--- config.mk ---
export PLATFORM = sky130hd
export DESIGN_NAME = product_accumulator
export DESIGN_NICKNAME = d
export VERILOG_FILES = /design/src/rtl/product_accumulator.sv
export SDC_FILE = /design/constraint.sdc
export NUM_CORES = 1
export LEC_CHECK = 0
export BUFFER_PORTS_ARGS = -buffer_cell sky130_fd_sc_hd__buf_2
export CORE_MARGIN = 2
export CORE_UTILIZATION = 58
export CTS_CLUSTER_DIAMETER = 80
export CTS_CLUSTER_SIZE = 14
export DETAILED_ROUTE_END_ITERATION = 10
export PLACE_DENSITY = 0.91
export SLEW_MARGIN = 5
export SYNTH_ARGS = -nofsm -noshare
export SYNTH_HDL_FRONTEND = slang
export SYNTH_SLANG_ARGS = --single-unit
--- constraint.sdc ---
create_clock -name clk -period 6.15 [get_ports clk]
set_input_delay 0.9225 -clock clk [delete_from_list [all_inputs] [get_ports clk]]
set_output_delay 0.9225 -clock clk [all_outputs]
set_load 0.005 [all_outputs]
--- src/rtl/product_accumulator.sv ---
// Sums COUNT unsigned 8-bit products into an ACC_W-bit result held under a valid/ready handshake.
// Build option: define PRODUCT_ACCUMULATOR_SATURATE_EN to clamp the accumulator on overflow instead of wrapping.
module product_accumulator #(
  parameter int ACC_W = 16,
  parameter int COUNT = 4
) (
  input  logic             clk,
  input  logic             rst,
  input  logic             in_valid,
  output logic             in_ready,
  input  logic [7:0]       in_product,
  input  logic             clear,
  output logic             out_valid,
  input  logic             out_ready,
  output logic [ACC_W-1:0] out_sum,
  output logic             out_overflow
);

  typedef enum logic [1:0] {
    S_IDLE  = 2'd0,
    S_ACCUM = 2'd1,
    S_HOLD  = 2'd2
  } state_t;

  localparam logic [7:0] LP_COUNT = 8'(COUNT);

  // Returns {carry, next accumulator}; the carry is reported even when the value is clamped.
  function automatic logic [ACC_W:0] f_add(input logic [ACC_W-1:0] acc, input logic [7:0] prod);
    logic [ACC_W:0] sum;
    sum = {1'b0, acc} + {{(ACC_W-7){1'b0}}, prod};
`ifdef PRODUCT_ACCUMULATOR_SATURATE_EN
    if (sum[ACC_W]) begin
      sum = {1'b1, {ACC_W{1'b1}}};
    end
`endif
    return sum;
  endfunction

  state_t           r_state;
  state_t           w_state_nxt;
  logic [ACC_W-1:0] r_acc;
  logic [ACC_W-1:0] w_acc_nxt;
  logic [7:0]       r_cnt;
  logic [7:0]       w_cnt_nxt;
  logic [7:0]       w_cnt_inc;
  logic             r_ovf;
  logic             w_ovf_nxt;
  logic             w_xfer;
  logic [ACC_W:0]   w_add;

  assign in_ready     = (r_state != S_HOLD);
  assign out_valid    = (r_state == S_HOLD);
  assign out_sum      = r_acc;
  assign out_overflow = r_ovf;

  assign w_xfer    = in_valid && in_ready;
  assign w_add     = f_add(r_acc, in_product);
  assign w_cnt_inc = r_cnt + 8'd1;

  always_comb begin
    w_state_nxt = r_state;
    w_acc_nxt   = r_acc;
    w_cnt_nxt   = r_cnt;
    w_ovf_nxt   = r_ovf;
    case (r_state)
      S_IDLE, S_ACCUM: begin
        if (clear) begin
          w_state_nxt = S_IDLE;
          w_acc_nxt   = '0;
          w_cnt_nxt   = '0;
          w_ovf_nxt   = 1'b0;
        end else if (w_xfer) begin
          w_acc_nxt   = w_add[ACC_W-1:0];
          w_ovf_nxt   = r_ovf | w_add[ACC_W];
          w_cnt_nxt   = w_cnt_inc;
          w_state_nxt = (w_cnt_inc == LP_COUNT) ? S_HOLD : S_ACCUM;
        end
      end
      S_HOLD: begin
        // clear is deliberately ignored here so a finished result is never lost
        if (out_ready) begin
          w_state_nxt = S_IDLE;
          w_acc_nxt   = '0;
          w_cnt_nxt   = '0;
          w_ovf_nxt   = 1'b0;
        end
      end
      default: begin
        w_state_nxt = S_IDLE;
        w_acc_nxt   = '0;
        w_cnt_nxt   = '0;
        w_ovf_nxt   = 1'b0;
      end
    endcase
  end

  always_ff @(posedge clk or posedge rst) begin
    if (rst) begin
      r_state <= S_IDLE;
      r_acc   <= '0;
      r_cnt   <= '0;
      r_ovf   <= 1'b0;
    end else begin
      r_state <= w_state_nxt;
      r_acc   <= w_acc_nxt;
      r_cnt   <= w_cnt_nxt;
      r_ovf   <= w_ovf_nxt;
    end
  end

endmodule

# Word level (Yosys, flattened, before mapping)
# Cells that the tools add are included.
[totals] reg_bits=27 output_inout_bits=19 wordCells=34 inputBits=13
[op_classes] add_sub_neg=2 bitwise_logic=1 muxes=17 n_eq_ne=6 reduce_logical=4
[op_table] cell="two-way mux 16 bit" n=3
[op_table] cell="one-hot mux 16 bit (2 select lines)" n=1
[op_table] cell="two-way mux 8 bit" n=3
[op_table] cell="adder 16 x 8 -> 17 bit" n=1
[op_table] cell="one-hot mux 8 bit (2 select lines)" n=1
[op_table] cell="adder 8 x 1 -> 8 bit, second input constant" n=1
[op_table] cell="equality test 8 x 3 -> 1 bit, second input constant" n=1
[op_table] cell="two-way mux 2 bit" n=4
[op_table] cell="one-hot mux 2 bit (2 select lines)" n=1
[op_table] cell="two-way mux 1 bit" n=3
[op_table] cell="inequality test 3 bit, second input constant" n=1
[op_table] cell="equality test 2 x 1 -> 1 bit, second input constant" n=1
[op_table] cell="equality test 2 bit, second input constant" n=1
[op_table] cell="logical NOT 2 bit" n=1
[op_table] cell="inequality test 2 x 1 -> 1 bit, second input constant" n=1
[op_table] cell="inequality test 2 bit, second input constant" n=1
[op_table] cell="one-hot mux 1 bit (2 select lines)" n=1
[op_table] cell="AND reduction 2 bit" n=1
[op_table] cell="OR reduction 2 bit" n=1
[op_table] cell="logical AND 1 bit" n=1
[op_table] cell="bitwise OR 1 bit" n=1

# Logic depth before layout (Yosys ltp)
[logic_depth] depth_word=6 depth_mapped=8 depth_no_buf=8

# Least setup slack after synthesis
# OpenSTA, ideal clock, no wires.
[synth_path] path_type="input to register" startpoint="input in_product[0]" endpoint="register r_acc[14], in the netlist out_sum[14]" slack_ns=3.488 path_stages=8 t_arrival_ns=2.596 t_required_ns=6.084 n_path_buf=0 setup_ns=0.066 cell_sequence="ha_1 -> inv_1 -> fa_1 -> nand2b_1 -> a211oi_2 -> o21ai_2 -> or4_1 -> nand2_1"
[synth_via] elab_chain_len=4
[synth_lines] element="start, declared" line_no="11" rtl="input logic [7:0] in_product,"
[synth_lines] element="adder 16 x 8 -> 17 bit" line_no="30" rtl="sum = {1'b0, acc} + {{(ACC_W-7){1'b0}}, prod};"
[synth_lines] element="two-way mux 16 bit" line_no="72" rtl="end else if (w_xfer) begin"
[synth_lines] element="two-way mux 16 bit" line_no="67" rtl="if (clear) begin"
[synth_lines] element="one-hot mux 16 bit (2 select lines)" line_no="65" rtl="case (r_state)"
[synth_lines] element="end signal, assigned" line_no="105" rtl="r_acc <= w_acc_nxt;"
[synth_lines] element="end, declared" line_no="41" rtl="logic [ACC_W-1:0] r_acc;"
# Every way passes these cells. The select of a mux whose other input is x is not followed.
# A chain may end at the register's enable or synchronous reset.

# Worst setup path after layout
# Same ends and word-level chain as after synthesis.

==> summary.txt <==
Outcome
  • Outcome: completed

Clock network
  • Worst-Skew Late Latency: 0.31 ns
  • Clk root buf: clkbuf_4
  • CTS tree: yes
  • Clock Sinks: 27
  • Setup bufs post-CTS: 0
  • Hold buffers post-CTS: 0
  • Clk pin slew, worst setup/hold paths: 0.14 ns
  • Cts bufs inserted: 3
  • CTS resizes: 0
  • Longest Clk Path Bufs: 2
  • CTS HTree Levels: 1

Floorplanning
  • Site row count: 19
  • Die height: 56.59 um
  • IO Pins: 32
  • Total die area: 3202 um2
  • Core area: 2686 um2
  • Initial Util: 0.5971
  • Die width: 56.59 um

Synth
  • Fraction of registers with async set/reset: 1.000
  • Count leader, synth: dfrtp_1
  • Netlist Area Pre-Place: 1604 um2
  • Post-synth top cells: dfrtp_1, nand2_1, xor2_1
  • Synth Warn #: 0
  • Mapped Cells: 168
  • Area leader, netlist: dfrtp_1
  • Distinct cells, synth: 40
  • Syn avg cell area: 9.548 um2
  • Post-synth top flop: dfrtp_1
  • Seq/Total Area, Yosys: 0.4212
  • Post-synth top area share: 0.4212
  • Number of synthesized register bits: 27
  • Syn Nets: 191
  • Number of synthesized flops with an enable pin: 0
  • Top post-synthesis cells by area: dfrtp_1, xor2_1, ha_1

Layout
  • Share of cells above drive strength 1: 0.2100
  • Design area: 1810 um2
  • ANT cells: 0
  • Nets@finish: 224
  • Final Core Density: 0.6740
  • Area grow syn2layout: 12.87%

Worst setup path
  • Slowest cell delay on critical path: 0.50 ns
  • Worst Path Arrival: 2.90 ns
  • Crit path buf inv count: 2
  • Crit-path slowest cell: or4_1
  • Critical Path Sink Type: flip-flop
  • Crit path max-delay family: simple AND/OR/NAND/NOR gates
  • Worst Reg-to-Reg Cells: 8
  • Crit path kind: in -> reg
  • WP data required: 6.42 ns
  • R2r endpoint: out_sum[14]$_DFFE_PP0P_
  • Worst-path cell chain: buf_2 > ha_1 > inv_1 > fa_1 > nand2b_1 > a211oi_2 > o21ai_2 > or4_1 > nand2_1
  • FF-to-FF Start: out_sum[0]$_DFFE_PP0P_
  • Reg2Reg Setup Slack: 3.81 ns
  • Crit start category: input pin
  • Crit-path max FO: 6

Placed design
  • Post-DP HPWL: 2619 um
  • IO Port Bufs: 31
  • GP Congestion: 0.8710
  • Area of placed instances: 1784 um2

Global route
  • All-Layer GR Usage: 0.2395
  • First-pass GRT wire length: 6030 um
  • Antenna violations before repair: 0
  • M3 GR Usage: 0.03687
  • Vias in the first global route: 1380
  • Met2 usage in global routing: 0.4037
  • Most used routing layer: met2
  • GRT overflow: 0
  • Largest net degree at the start of global routing: 28
  • M1 GR Usage: 0.3121

STA
  • Achievable frequency: 379.9 MHz
  • TNS Setup: 0 ns
  • Final setup viols: 0
  • RSZ-0062 raised after global routing: false
  • Tcrit/Tclk final: 0.4280
  • Final hold vios: 0
  • Worst-margin pin slew: 1.018 ns
  • Max-slew violation count: 0
  • Max-slew headroom: 0.3205
  • Clock Skews: 0.004046 ns
  • Final min period: 2.633 ns

Drt
  • DR vias: 1427
  • DR WL/cell: 15.27 um
  • Drt drc: 0
  • Drt pass-1 iters: 4
  • Routed WL: 3528 um
  • Via/cell ratio: 6.177
  • Post-route ant nets: 0
  • Initial DRC Count: 32

Power and ir drop
  • Peak supply drop: 0.1497 mV
  • Static Leak: 0.9065 nW
  • PD cells: 205.7 nW/um2
  • Tot Pwr: 0.0003724 W

Min path
  • HP Start: out_overflow$_DFFE_PP0P_
  • Hold depth: 1
  • WHS Endpoint: out_overflow$_DFFE_PP0P_
  • Worst hold path class: reg -> reg

Flow run
  • Max-Cap Viols: 0
cell usage in the layout, fill, tap and decap left out, types with 2 or more instances in the layout:
master,count
a211oi_1,2
a21oi_1,6
a32o_1,2
and2_1,2
and3_1,3
and4_1,2
buf_2,31
clkbuf_4,3
dfrtp_1,27
ha_1,9
inv_1,5
nand2_1,19
nand2b_1,5
nand3_1,8
nor2_1,14
nor3_1,3
o211ai_1,5
o21ai_0,14
o221ai_1,2
or4_1,2
xor2_1,16
flip-flops by register name, summed over array words and instances (netlist names):
| signal | cells |
|---|---|
| out_sum | 16 |
| r_cnt | 8 |
| r_state | 2 |
| out_overflow | 1 |
cells by family (layout without fill, tap and decap cells):
family,after synthesis,in the layout,synth area share
flip-flops,27,27,0.4212
buffers and inverters,8,40,0.02028
AO/OA/AOI/OAI,40,40,0.1732
XOR/XNOR,17,17,0.09282
AND/OR/NAND/NOR,66,66,0.2098
adder cells (fa/ha/maj),10,10,0.08269
stage by stage:
step | worst slack, ns | instances | hold WS, ns
3_5_place_dp | 3.228 | 227 | 0.4783
5_1_grt | 3.434 | 231 | 0.5406
3_3_place_gp | 3.306 | 227 | 0.4644
2_1_floorplan | 3.488 | 168 | 0.4663
6_report | 3.518 | 231 | 0.5058
4_1_cts | 3.541 | 231 | 0.5116
worst max path at each step:
| stage | start | endpoint | slack, ns | cells past startpoint |
|---|---|---|---|---|
| after floorplan | in_product[0] | out_sum[14]$_DFFE_PP0P_ | 3.49 | 8 |
| after global routing | in_product[0] | out_sum[14]$_DFFE_PP0P_ | 3.43 | 9 |
| final | in_product[0] | out_sum[14]$_DFFE_PP0P_ | 3.52 | 9 |
| after detailed placement | in_product[0] | out_sum[14]$_DFFE_PP0P_ | 3.23 | 9 |
| after global placement | in_product[0] | out_sum[14]$_DFFE_PP0P_ | 3.31 | 9 |
| after CTS | in_product[0] | out_sum[14]$_DFFE_PP0P_ | 3.54 | 9 |
final cells by class:
class / instances / area [um2]
Fill cell: 201 / 875.8
Tap cell: 31 / 38.79
Multi-Input combinational cell: 133 / 895.9
Clock buffer: 4 / 26.28
Inverter: 5 / 18.77
Sequential cell: 27 / 675.6
Timing Repair Buffer: 31 / 155.1
power by group:
group / leakage [nW] / internal [W] / switching [W]
Combinational: 0.523 / 0.0000394 / 0.0000603
Sequential: 0.369 / 0.000187 / 0.00000924
Clock: 0.0150 / 0.0000253 / 0.0000507
Total: 0.906 / 0.000252 / 0.000120
metal layers:
metal | vias to the layer above | part of all wire
met1 | 702 | 0.43
met2 | 53 | 0.50
met4 | 0 | 0.017
met3 | 8 | 0.052
li1 | 664 | -
met5 | - | 0
Note: power is estimated with default switching activity, not from simulation.
